**src/rtl/alu_mul.sv**
```systemverilog
// -----------------------------------------------------------------------------
// alu_mul -- iterative 32x32 integer multiplier for the ALU datapath (MUL/MULS)
//
// Forms the low WIDTH bits of In1*In2 with a shift-add engine that retires one
// multiplier bit per cycle. It also produces an updated {N,Z,C,V} flag nibble.
// A start edge captures the operands. Result/New_Flag update on the edge that
// raises done, which is 33 edges after the start edge. Result and New_Flag
// then hold until the next completion.
//
// Ports:
//   clk       in   rising-edge clock
//   rst       in   synchronous, active-high reset (aborts a running multiply)
//   start     in   request a multiply; sampled only while idle
//   In1       in   [WIDTH-1:0] multiplicand
//   In2       in   [WIDTH-1:0] multiplier
//   S         in   1 = update N/Z from the result, 0 = pass Flag through
//   Flag      in   [3:0] current flags {N,Z,C,V}
//   Result    out  [WIDTH-1:0] low WIDTH bits of the product
//   New_Flag  out  [3:0] updated flags {N,Z,C,V}
//   busy      out  high while a multiply is in progress
//   done      out  one-cycle pulse when Result/New_Flag have been updated
//
// Build option:
//   MUL_OVF_FLAGS_EN -- when defined and S=1, C reports a non-zero unsigned
//   high word and V reports signed 32-bit overflow. When undefined, C and V
//   always pass through and no high-word flag logic is built.
// -----------------------------------------------------------------------------
module alu_mul #(
    parameter int WIDTH = 32
) (
    input  logic             clk,
    input  logic             rst,
    input  logic             start,
    input  logic [WIDTH-1:0] In1,
    input  logic [WIDTH-1:0] In2,
    input  logic             S,
    input  logic [3:0]       Flag,
    output logic [WIDTH-1:0] Result,
    output logic [3:0]       New_Flag,
    output logic             busy,
    output logic             done
);

    localparam int CNT_W = $clog2(WIDTH) + 1;

    typedef enum logic {IDLE, BUSY} state_t;

    state_t               state, state_next;
    logic [2*WIDTH-1:0]   acc;       // running product
    logic [2*WIDTH-1:0]   mcand;     // multiplicand, shifted left each step
    logic [WIDTH-1:0]     mplier;    // multiplier, shifted right each step
    logic [CNT_W-1:0]     cnt;       // iterations still to run
    logic                 s_q;
    logic [3:0]           flag_q;
    logic [3:0]           flag_new;
    logic                 finish;

`ifdef MUL_OVF_FLAGS_EN
    // The shift registers destroy the operands, so the signed high-word
    // correction needs its own copies.
    logic [WIDTH-1:0]     in1_q, in2_q;
    logic [WIDTH-1:0]     hi_s;
`endif

    // All iterations retired: this edge writes the result and pulses done.
    assign finish = (state == BUSY) && (cnt == '0);

    // ---------------- FSM: state register ----------------
    always_ff @(posedge clk) begin
        // NOTE: sequential state uses non-blocking assignments only, so every
        // register samples pre-edge values regardless of statement order.
        if (rst) state <= IDLE;
        else     state <= state_next;
    end

    // ---------------- FSM: next state / outputs ----------------
    always_comb begin
        // NOTE: defaults first so every path assigns every output (no latches).
        state_next = state;
        busy       = 1'b0;
        if (state == IDLE) begin
            if (start) state_next = BUSY;
        end else begin
            busy = 1'b1;
            if (finish) state_next = IDLE;
        end
    end

    // ---------------- flag computation on the final accumulator ----------------
    always_comb begin
        flag_new = flag_q;
`ifdef MUL_OVF_FLAGS_EN
        // Signed high word = unsigned high word minus the cross terms
        // contributed by each negative operand (mod 2^WIDTH).
        hi_s = acc[2*WIDTH-1:WIDTH]
             - (in1_q[WIDTH-1] ? in2_q : '0)
             - (in2_q[WIDTH-1] ? in1_q : '0);
`endif
        if (s_q) begin
            flag_new[3] = acc[WIDTH-1];
            flag_new[2] = (acc[WIDTH-1:0] == '0);
`ifdef MUL_OVF_FLAGS_EN
            flag_new[1] = |acc[2*WIDTH-1:WIDTH];
            flag_new[0] = (hi_s != {WIDTH{acc[WIDTH-1]}});
`endif
        end
    end

    // ---------------- datapath ----------------
    always_ff @(posedge clk) begin
        // NOTE: every datapath register is reset. Reset must clear the
        // accumulators and the visible Result/New_Flag, not just the control.
        if (rst) begin
            acc      <= '0;
            mcand    <= '0;
            mplier   <= '0;
            cnt      <= '0;
            s_q      <= 1'b0;
            flag_q   <= '0;
            Result   <= '0;
            New_Flag <= '0;
            done     <= 1'b0;
`ifdef MUL_OVF_FLAGS_EN
            in1_q    <= '0;
            in2_q    <= '0;
`endif
        end else begin
            done <= 1'b0;
            if (state == IDLE) begin
                if (start) begin
                    acc    <= '0;
                    mcand  <= {{WIDTH{1'b0}}, In1};
                    mplier <= In2;
                    cnt    <= CNT_W'(WIDTH);
                    s_q    <= S;
                    flag_q <= Flag;
`ifdef MUL_OVF_FLAGS_EN
                    in1_q  <= In1;
                    in2_q  <= In2;
`endif
                end
            end else if (finish) begin
                Result   <= acc[WIDTH-1:0];
                New_Flag <= flag_new;
                done     <= 1'b1;
            end else begin
                if (mplier[0]) acc <= acc + mcand;
                mcand  <= mcand << 1;
                mplier <= mplier >> 1;
                cnt    <= cnt - CNT_W'(1);
            end
        end
    end

endmodule

```
**config.mk**
```make
export PLATFORM = sky130hd
export DESIGN_NAME = alu_mul
export DESIGN_NICKNAME = d
export VERILOG_FILES = /design/src/rtl/alu_mul.sv
export SDC_FILE = /design/constraint.sdc
export NUM_CORES = 1
export LEC_CHECK = 0
export BUFFER_PORTS_ARGS = -buffer_cell sky130_fd_sc_hd__buf_4
export CORE_ASPECT_RATIO = 0.6
export CORE_MARGIN = 5
export CORE_UTILIZATION = 52
export DETAILED_ROUTE_END_ITERATION = 8
export PLACE_DENSITY_LB_ADDON = 0.1
export SYNTH_ARGS = -nofsm -noshare
export SYNTH_HDL_FRONTEND = slang
export SYNTH_SLANG_ARGS = --single-unit
```
**constraint.sdc**
```tcl
create_clock -name clk -period 2.85 [get_ports clk]
set_clock_uncertainty 0.2 [all_clocks]
set_input_delay 0.285 -clock clk [delete_from_list [all_inputs] [get_ports clk]]
set_output_delay 0.285 -clock clk [all_outputs]
set_load 0.01 [all_outputs]
```
==> metrics, run 1 <==
CP endpoint=acc[20]; drt via density=5.757; synth top area cells=dfxtp_1, mux2i_1, a211oi_1, nand2_1, a21oi_1; Worst R2R Setup Slack=0.02 ns; commonest cells in the netlist=dfxtp_1, nand2_1, nor2_1, a21oi_1, a211oi_1; Non-Filler Instances=1204; pwr dens=715.4 mW/mm²; Setup crit end kind=register; Mapped Nets=995; initial antenna violation count=0; post-synthesis cell type count=68; # nets final=1104; Vias=6931; Peak Freq=353.1 MHz; largest net degree at the start of global routing=92; Final GP Congestion=0.9454; fraction of layout cells with a size suffix above 1=19.76%; Seq/Total Area, Yosys=38.87%; Seq cells post-synth=145; Critical Path RT=2.95 ns; Syn Area/Cell=8.390 µm²; cts bufs inserted=17; share of the synthesized area in the top cell type=38.87%; CP max FO=3; setup TNS=0 ns; setup repair after global routing missed its margin=yes; # fillers=1177; ys flop type=dfxtp_1; H-tree depth=4; Routed WL per cell=16.78 µm; Tmin final=2.832 ns; Area Overhead vs Synth=25.20%; WL final=20.21 mm; pins over their slew limit=0; Mapped Area=0.007467 mm²; vias in the first global route=6272; Die Wd=164.7 µm; Antenna diodes=0; R2R depth=11; # setup viols final=0; Port Buf Inserts=109; DR DRC count=0; Synth async-reset ratio=0%; status=complete, no violations; area leader, netlist=dfxtp_1; hold_ws=0.01682 ns; leakage power=3.933 nW; Tcrit/Tclk final=99.38%; DP HPWL=14.24 mm; Iteration-0 DRC Markers=681; Design Power=0.006689 W; VDD IR max=0.0004913 V; Clock Sinks=145; Tot GR Track Use=23.67%; Reg-to-Reg Start=mcand[0]; FP Rows=33; Max clock buf depth=2; worst setup path class=register to register; Worst setup SP type=register; global-route wire length before repair=32.42 mm; CP Launch Point=mcand[0]; worst r2r dst=acc[20]; EDFF count, synth=0; Slew HR=32.86%; final hold violations=0; later-pin clock latency in the skew report=0.42 ns; Ports=110; clk slew on worst S/H paths=0.06 ns; CTS Root Cell=clkbuf_16; Die Span Y=102.8 µm; CP Data Arrival Time=2.93 ns; Core Region=0.01387 mm²; Max Cap Viol=0; drt first pass iters=7; Worst Max-Slew Pin Slew=1.005 ns; TritonCTS clock tree=yes; placed insts=1162; synthesis warning total=0; Routed Antenna Nets=0; synthesized instance count=890; total gr overflow=0; starting density of the core=53.82%; hold path cells=3; die area=0.01694 mm²; worst hold-check path type=input port to register; most numerous cell in the Yosys netlist=dfxtp_1
[sequential cells by signal, summed over array words and instances, names as in the netlist]
name,count
s_q,1
done,1
state,1
mplier,32
mcand,32
flag_q,4
New_Flag,4
Result,32
acc,32
cnt,6
[critical path: stages, from the launching register on]
cell       delay [ns]
dfxtp_2          0.36
ha_4             0.14
inv_2            0.04
fa_2             0.32
and2b_2          0.25
o2111ai_4        0.15
a2111o_1         0.58
a31oi_4          0.23
buf_4            0.15
a21oi_1          0.07
xor2_1           0.16
o21ai_1          0.07
[metal layers]
layer	wire [µm]	track usage, %	vias up
met5	0	0	-
met4	114	4.281	0
met3	1540	4.754	12
met2	8280	33.72	251
met1	10270	37.01	3230
li1	-	-	3438
[metrics by stage]
stage               cell area [µm²]  setup WS, ns  util [%]
floorplan                      7467       0.05900         -
global placement               8557       0.05199     61.68
detailed placement             8557      -0.04181     61.68
CTS                            9274      -0.03040     66.85
global route                   9349      -0.05837     67.39
finish                         9349       0.01766     67.39
[what timing repair did]
| action | 4_1_cts | 5_1_grt |
|---|---|---|
| endpoints found under the setup margin | 5 | 6 |
| pin swaps | 1 | 8 |
| hold buffers | 7 | 0 |
| gates resized for setup | 1 | 12 |
| buffers inserted | 0 | 3 |
| endpoints found under the hold margin | 7 | 0 |
[layout by cell type (no fill, tap or decap), drive strengths merged, types with 20 or more instances in the layout]
master and n:
ha 32, buf 142, nor2 100, a21oi 84
clkbuf 20, nand2 124, a211oi 68, mux2i 63
a21o 20, dfxtp 145, nand3 23, o21ai 27
[cell type report]
class | count | area [µm²] | area share, %
sequential | 145 | 2909 | 31.12
tap | 192 | 240.2 | 2.570
multi-input combinational | 674 | 4368 | 46.72
clock buffer | 20 | 456.7 | 4.885
timing repair buffer | 149 | 1149 | 12.29
clock inverter | 12 | 181.4 | 1.941
inverter | 12 | 45.04 | 0.4818
[worst min-delay path by stage]
stage,slack [ns],start,end
floorplan,0.22,Flag[0],flag_q[0]
global placement,0.24,flag_q[0],New_Flag[0]
detailed placement,0.25,flag_q[0],New_Flag[0]
CTS,0.009,In1[18],mcand[18]
global route,0.02,In1[7],mcand[7]
finish,0.02,In1[18],mcand[18]
[power breakdown]
part / leakage (nW) / internal (W) / switching, W
Sequential: 1.19 / 0.00230 / 0.000241
Clock: 0.311 / 0.00152 / 0.000890
Combinational: 2.43 / 0.000713 / 0.00102
Total: 3.93 / 0.00454 / 0.00215
[cells by family after synthesis]
| family | after synthesis | share of synthesized area (%) |
|---|---|---|
| AND/OR/NAND/NOR | 306 | 18.01 |
| AO/OA/AOI/OAI | 251 | 22.86 |
| flip-flops | 145 | 38.87 |
| buffers and inverters | 71 | 3.720 |
| multiplexers | 63 | 8.445 |
| adder cells (fa/ha/maj) | 33 | 5.630 |
| XOR/XNOR | 21 | 2.463 |
Note: power is estimated with default switching activity, not from simulation.
==> run 2: changes to the inputs <==
--- a/config.mk
+++ b/config.mk
@@ -10,7 +10,8 @@
 export CORE_MARGIN = 5
 export CORE_UTILIZATION = 52
 export DETAILED_ROUTE_END_ITERATION = 8
-export PLACE_DENSITY_LB_ADDON = 0.1
+export PLACE_DENSITY = 0.85
+export SETUP_SLACK_MARGIN = 0.4
 export SYNTH_ARGS = -nofsm -noshare
 export SYNTH_HDL_FRONTEND = slang
 export SYNTH_SLANG_ARGS = --single-unit
==> run 2 against run 1 <==
The run now ends with hold timing, setup timing left. Largest power group unchanged. Sequential power is essentially flat. Final area increased by 5.1%. Critical path depth shrank 1. Die area unchanged. Final cell count up 0.91%. Count of clock-buffer cells in the layout fell by 2. Highest routed layer unchanged. Fmax shrank 0.65%. Clock power decreased by 6%. Global-route usage up 2.1 points.
==> metrics, run 2 (synthesis gave the netlist of run 1 again) <==
fraction of layout cells with a size suffix above 1=25.12% (+5.4 points); Worst R2R Setup Slack=-0.0008 ns (-0.02 ns); CTS Root Cell=clkbuf_16; worst hold-check path type=input port to register; Final GP Congestion=0.9324 (-1.4%); Setup crit end kind=register; Hold Path End=mplier[30]; Worst Max-Slew Pin Slew=0.9213 ns (-0.08372 ns); DR DRC count=0 (unchanged); CP max FO=4 (+1); Slew HR=38.58% (+5.7 points); drt via density=6.049 (+5.1%); Routed Antenna Nets=0 (unchanged); Antenna diodes=0 (unchanged); initial antenna violation count=0 (unchanged); worst hold start=In2[30]; failing checks=hold timing, setup timing; worst r2r dst=acc[28]; Iteration-0 DRC Markers=796 (+17%); pwr dens=687.3 mW/mm² (-3.9%); Critical Path RT=2.96 ns (about the same); die area=0.01694 mm² (unchanged); H-tree depth=4 (unchanged); later-pin clock latency in the skew report=0.43 ns (about the same); # fillers=995 (-15%); Routed WL per cell=18.32 µm (+9.2%); TritonCTS clock tree=yes; VDD IR max=0.0003750 V (-24%); hold_ws=-0.001558 ns (-0.01838 ns); clk slew on worst S/H paths=0.07 ns (about the same); vias in the first global route=6956 (+11%); Crit path largest cell delay=0.58 ns (about the same); starting density of the core=53.82% (unchanged); R2R depth=10 (-1); Max clock buf depth=2 (unchanged); cts bufs inserted=17 (unchanged); Ports=110 (unchanged); Clock Sinks=145 (unchanged); worst setup path class=register to register; global-route wire length before repair=35.09 mm (+8.2%); CP max stage cell=a2111o_1; Core Region=0.01387 mm² (unchanged); Design Power=0.006755 W (+1.0%); status=finished with violations; drt first pass iters=6 (-1); Setup WS post-layout=-0.0007836 ns (-0.01844 ns); Tot GR Track Use=25.78% (+2.1 points); # nets final=1115 (+1.0%); worst path cell trace=ha_4, inv_2, fa_2, and2b_2, o2111ai_4, a2111o_1, a31oi_4, o21a_1, o21ai_1, a32o_1; WL final=22.26 mm (+10%); Tcrit/Tclk final=100.0% (+0.65 points); Die Span Y=102.8 µm (unchanged); Die Wd=164.7 µm (unchanged); setup repair after global routing missed its margin=yes; most common cell after layout, fill and taps aside=buf_4; Reg-to-Reg Start=acc[0]; pins over their slew limit=0 (unchanged); total gr overflow=0 (unchanged); hold path cells=3 (unchanged); largest net degree at the start of global routing=91 (-1.1%); Peak Freq=350.8 MHz (-0.65%); Max Cap Viol=0 (unchanged); Area Overhead vs Synth=31.64%; DP HPWL=13.95 mm (-2.0%); Vias=7350 (+6.0%); # setup viols final=1 (+1); Layout Utilization=70.85% (+3.5 points); FP Rows=33 (unchanged); leakage power=3.956 nW (+0.59%); Tmin final=2.851 ns (+0.01844 ns); final hold violations=1 (+1); leading cell types in the layout, fill and taps excluded=buf_4, dfxtp_1, nand2_1; Port Buf Inserts=109 (unchanged); Worst setup SP type=register; CP Data Arrival Time=2.96 ns (+0.03 ns)
[run 2: layout make-up]
type | count | area [µm²] | area share, %
timing repair buffer | 160 | 1297 | 13.20
clock buffer | 18 | 450.4 | 4.582
inverter | 12 | 45.04 | 0.4582
multi-input combinational | 674 | 4722 | 48.04
clock inverter | 14 | 143.9 | 1.464
sequential | 145 | 2930 | 29.81
tap | 192 | 240.2 | 2.444
[run 2: routing by layer]
metal,up-vias,share of wire [%],global-route usage (%)
met5,-,0,0
met1,3414,45,35.69
li1,3457,-,-
met4,0,2.0,9.137
met2,417,43,38.63
met3,62,9.8,7.471
[run 2: timing repair]
action	in CTS	in global routing
hold buffers	16	0
setup endpoints to repair	17	25
resized for setup	48	41
buffers inserted	15	4
endpoints found under the hold margin	16	0
pin swaps	19	25
[run 2: how the worst max path moves through the flow]
stage	from	to	slack, ns	cells past startpoint
floorplan	mcand[0]	acc[24]	0.29	10
global placement	acc[0]	acc[24]	0.11	10
detailed placement	acc[0]	acc[24]	0.03	10
CTS	mcand[0]	acc[22]	0.09	9
global route	acc[0]	acc[20]	-0.06	11
finish	acc[0]	acc[28]	-0.0008	10
[run 2: power breakdown]
| group | total (W) | internal (W) | switching (W) |
|---|---|---|---|
| Clock | 0.00226 | 0.00128 | 0.000976 |
| Sequential | 0.00258 | 0.00231 | 0.000268 |
| Combinational | 0.00192 | 0.000831 | 0.00109 |
| Total | 0.00676 | 0.00442 | 0.00234 |
[run 2: worst max-delay path, delay by kind of cell (launching register included)]
kind                     cells  cell delay [ns]
AO/OA/AOI/OAI                6             1.39
buffers and inverters        1             0.04
flip-flops                   1             0.36
adder cells (fa/ha/maj)      2             0.49
AND/OR/NAND/NOR              1             0.26
[run 2: stage by stage]
step / setup WS [ns] / instance area, µm² / hold WS (ns) / TNS, ns / std cells
2_1_floorplan: 0.2925 / 7493 / 0.2210 / 0 / 890
3_3_place_gp: 0.1054 / 8478 / 0.2414 / 0 / 1148
3_5_place_dp: 0.02891 / 8478 / 0.2466 / 0 / 1148
4_1_cts: 0.08922 / 9595 / 0.0002764 / 0 / 1211
5_1_grt: -0.06248 / 9829 / 0.01036 / -0.2140 / 1215
6_report: -0.0007836 / 9829 / -0.001558 / -0.0007836 / 1215
==> run 3: changes to the inputs <==
--- a/config.mk
+++ b/config.mk
@@ -8,7 +8,7 @@
 export BUFFER_PORTS_ARGS = -buffer_cell sky130_fd_sc_hd__buf_4
 export CORE_ASPECT_RATIO = 0.6
 export CORE_MARGIN = 5
-export CORE_UTILIZATION = 52
+export CORE_UTILIZATION = 55
 export DETAILED_ROUTE_END_ITERATION = 8
 export PLACE_DENSITY = 0.85
 export SETUP_SLACK_MARGIN = 0.4
==> constraint.sdc (replaced) <==
create_clock -name clk -period 3.6 [get_ports clk]
set_clock_uncertainty 0.2 [all_clocks]
set_input_delay 0.36 -clock clk [delete_from_list [all_inputs] [get_ports clk]]
set_output_delay 0.36 -clock clk [all_outputs]
set_load 0.01 [all_outputs]
==> run 3 against run 2 <==
The run now ends clean. Core utilization is 3.5 points lower. Critical path depth stayed put. Final cell count is 4.2% lower. Sequential power is 21% lower. Highest routed layer unchanged. Sequential cell count stayed put. Register-to-register slack better by 0.55 ns. Count of clock-buffer cells in the layout stayed put. Global-route usage is 0.81 points lower. Via count is 3.9% lower. Combinational power is 31% lower. Fmax is 6.5% lower.
==> metrics, run 3 (synthesis gave the netlist of run 1 again) <==
status=complete, no violations; Die Span Y=100.3 µm (-2.5%); fraction of layout cells with a size suffix above 1=17.49% (-7.6 points); CP max FO=4 (unchanged); cts bufs inserted=17 (unchanged); Design Area, Final=0.009065 mm² (-7.8%); setup repair after global routing missed its margin=no; drt first pass iters=6 (unchanged); dpl cell area=0.008381 mm² (-1.2%); die area=0.01608 mm² (-5.0%); worst hold-check path type=input port to register; Peak Freq=328.0 MHz (-6.5%); # nets final=1081 (-3.0%); WL final=20.16 mm (-9.4%); Setup Buffers After CTS=0 (-15); CP max stage cell=a2111o_1; worst path cell trace=ha_2, inv_1, fa_1, and2b_2, o2111ai_2, a2111o_1, a31oi_4, o21a_1, o21ai_1, a32o_1; Tcrit/Tclk final=84.68% (-15 points); FP Rows=33 (unchanged); Worst Max-Slew Pin Slew=0.9164 ns (-0.004885 ns); Worst setup SP type=register; Port Buf Inserts=109 (unchanged); Tmin final=3.048 ns (+0.1976 ns); pins over their slew limit=0 (unchanged); Die Wd=160.4 µm (-2.6%); DP HPWL=13.92 mm (-0.24%); Routed WL per cell=17.32 µm (-5.5%); clk slew on worst S/H paths=0.07 ns (about the same); Max clock buf depth=2 (unchanged); grt peak-use layer=met2; drt via density=6.065 (+0.26%); Final GP Congestion=0.9368 (+0.47%); global-route wire length before repair=33.11 mm (-5.6%); met1 Use GR=35.49% (-0.20 points); leakage power=3.788 nW (-4.2%); CTS Root Cell=clkbuf_16; Vias=7060 (-3.9%); # setup viols final=0 (-1); M3 GR Usage=6.483% (-0.99 points); DR DRC count=0 (unchanged); TritonCTS clock tree=yes; Crit path largest cell delay=0.51 ns (-0.07 ns); initial antenna violation count=0 (unchanged); starting density of the core=55.47% (+1.7 points); Core Region=0.01346 mm² (-3.0%); Tot GR Track Use=24.96% (-0.81 points); worst setup path class=register to register; largest net degree at the start of global routing=65 (-29%); H-tree depth=4 (unchanged); Max Cap Viol=0 (unchanged); Slew HR=38.78% (+0.20 points); # fillers=1057 (+6.2%); pwr dens=569.8 mW/mm² (-17%); Routed Antenna Nets=0 (unchanged); GRT met2 Usage=37.95% (-0.68 points); Antenna diodes=0 (unchanged); most common cell after layout, fill and taps aside=dfxtp_1; Setup crit end kind=register; hold_ws=0.02570 ns (+0.02725 ns); final hold violations=0 (-1); Iteration-0 DRC Markers=832 (+4.5%); CP Data Arrival Time=3.16 ns (+0.20 ns); later-pin clock latency in the skew report=0.42 ns (about the same); setup TNS=0 ns (+0.0007836 ns); Critical Path RT=3.71 ns (+0.75 ns); Ports=110 (unchanged); Clock Sinks=145 (unchanged); leading cell types in the layout, fill and taps excluded=dfxtp_1, nand2_1, buf_4; total gr overflow=0 (unchanged); VDD IR max=0.0003657 V (-2.5%); Area Overhead vs Synth=21.40%; vias in the first global route=6659 (-4.3%)
run 3: what timing repair did:
| action | CTS | global route |
|---|---|---|
| gates resized for setup | 0 | 3 |
| hold buffers | 6 | 0 |
| endpoints found under the hold margin | 6 | 0 |
| endpoints found under the setup margin | 0 | 5 |
run 3: cell type report:
| class | instances | area (µm²) | area share, % |
|---|---|---|---|
| timing repair buffer | 126 | 960.9 | 10.60 |
| inverter | 12 | 45.04 | 0.4969 |
| clock buffer | 18 | 450.4 | 4.969 |
| sequential | 145 | 2907 | 32.06 |
| clock inverter | 14 | 156.4 | 1.725 |
| multi-input combinational | 674 | 4327 | 47.73 |
| tap | 175 | 219.0 | 2.415 |
run 3: through the flow:
step	cells	util (%)	setup slack [ns]	power, W
5_1_grt	1164	67.35	0.4203	0.005429
3_3_place_gp	1126	62.26	0.6410	0.003286
3_5_place_dp	1126	62.26	0.5122	0.003339
2_1_floorplan	890	-	0.8090	0.002964
6_report	1164	67.35	0.5516	0.005165
4_1_cts	1164	67.22	0.4875	0.005161
run 3: path summary, 6_finish.rpt:
check / slack [ns] / to / cells after the start / startpoint
worst max-delay path: 0.55 / acc[28] / 10 / acc[0]
worst min-delay path: 0.03 / flag_q[0] / 3 / Flag[0]
worst max register to register: 0.55 / acc[28] / 10 / acc[0]
worst min register to register: 0.26 / Result[16] / 2 / Result[16]
run 3: report_power, final:
part           total (W)  switching [W]  internal, W
Clock            0.00181       0.000784      0.00103
Sequential       0.00203       0.000203      0.00182
Combinational    0.00132       0.000794     0.000529
Total            0.00517        0.00178      0.00338
run 3: metal layers:
| layer | up-vias | share of wire, % |
|---|---|---|
| met4 | 0 | 1.4 |
| met3 | 24 | 8.8 |
| met2 | 330 | 43 |
| li1 | 3388 | - |
| met1 | 3318 | 47 |
| met5 | - | 0 |
run 3: worst max-delay path, delay by kind of cell (launching register included):
family	cells	cell delay (ns)
simple gates	1	0.25
buf+inv	1	0.06
fa+ha+maj	2	0.60
flops	1	0.40
compound gates	6	1.43
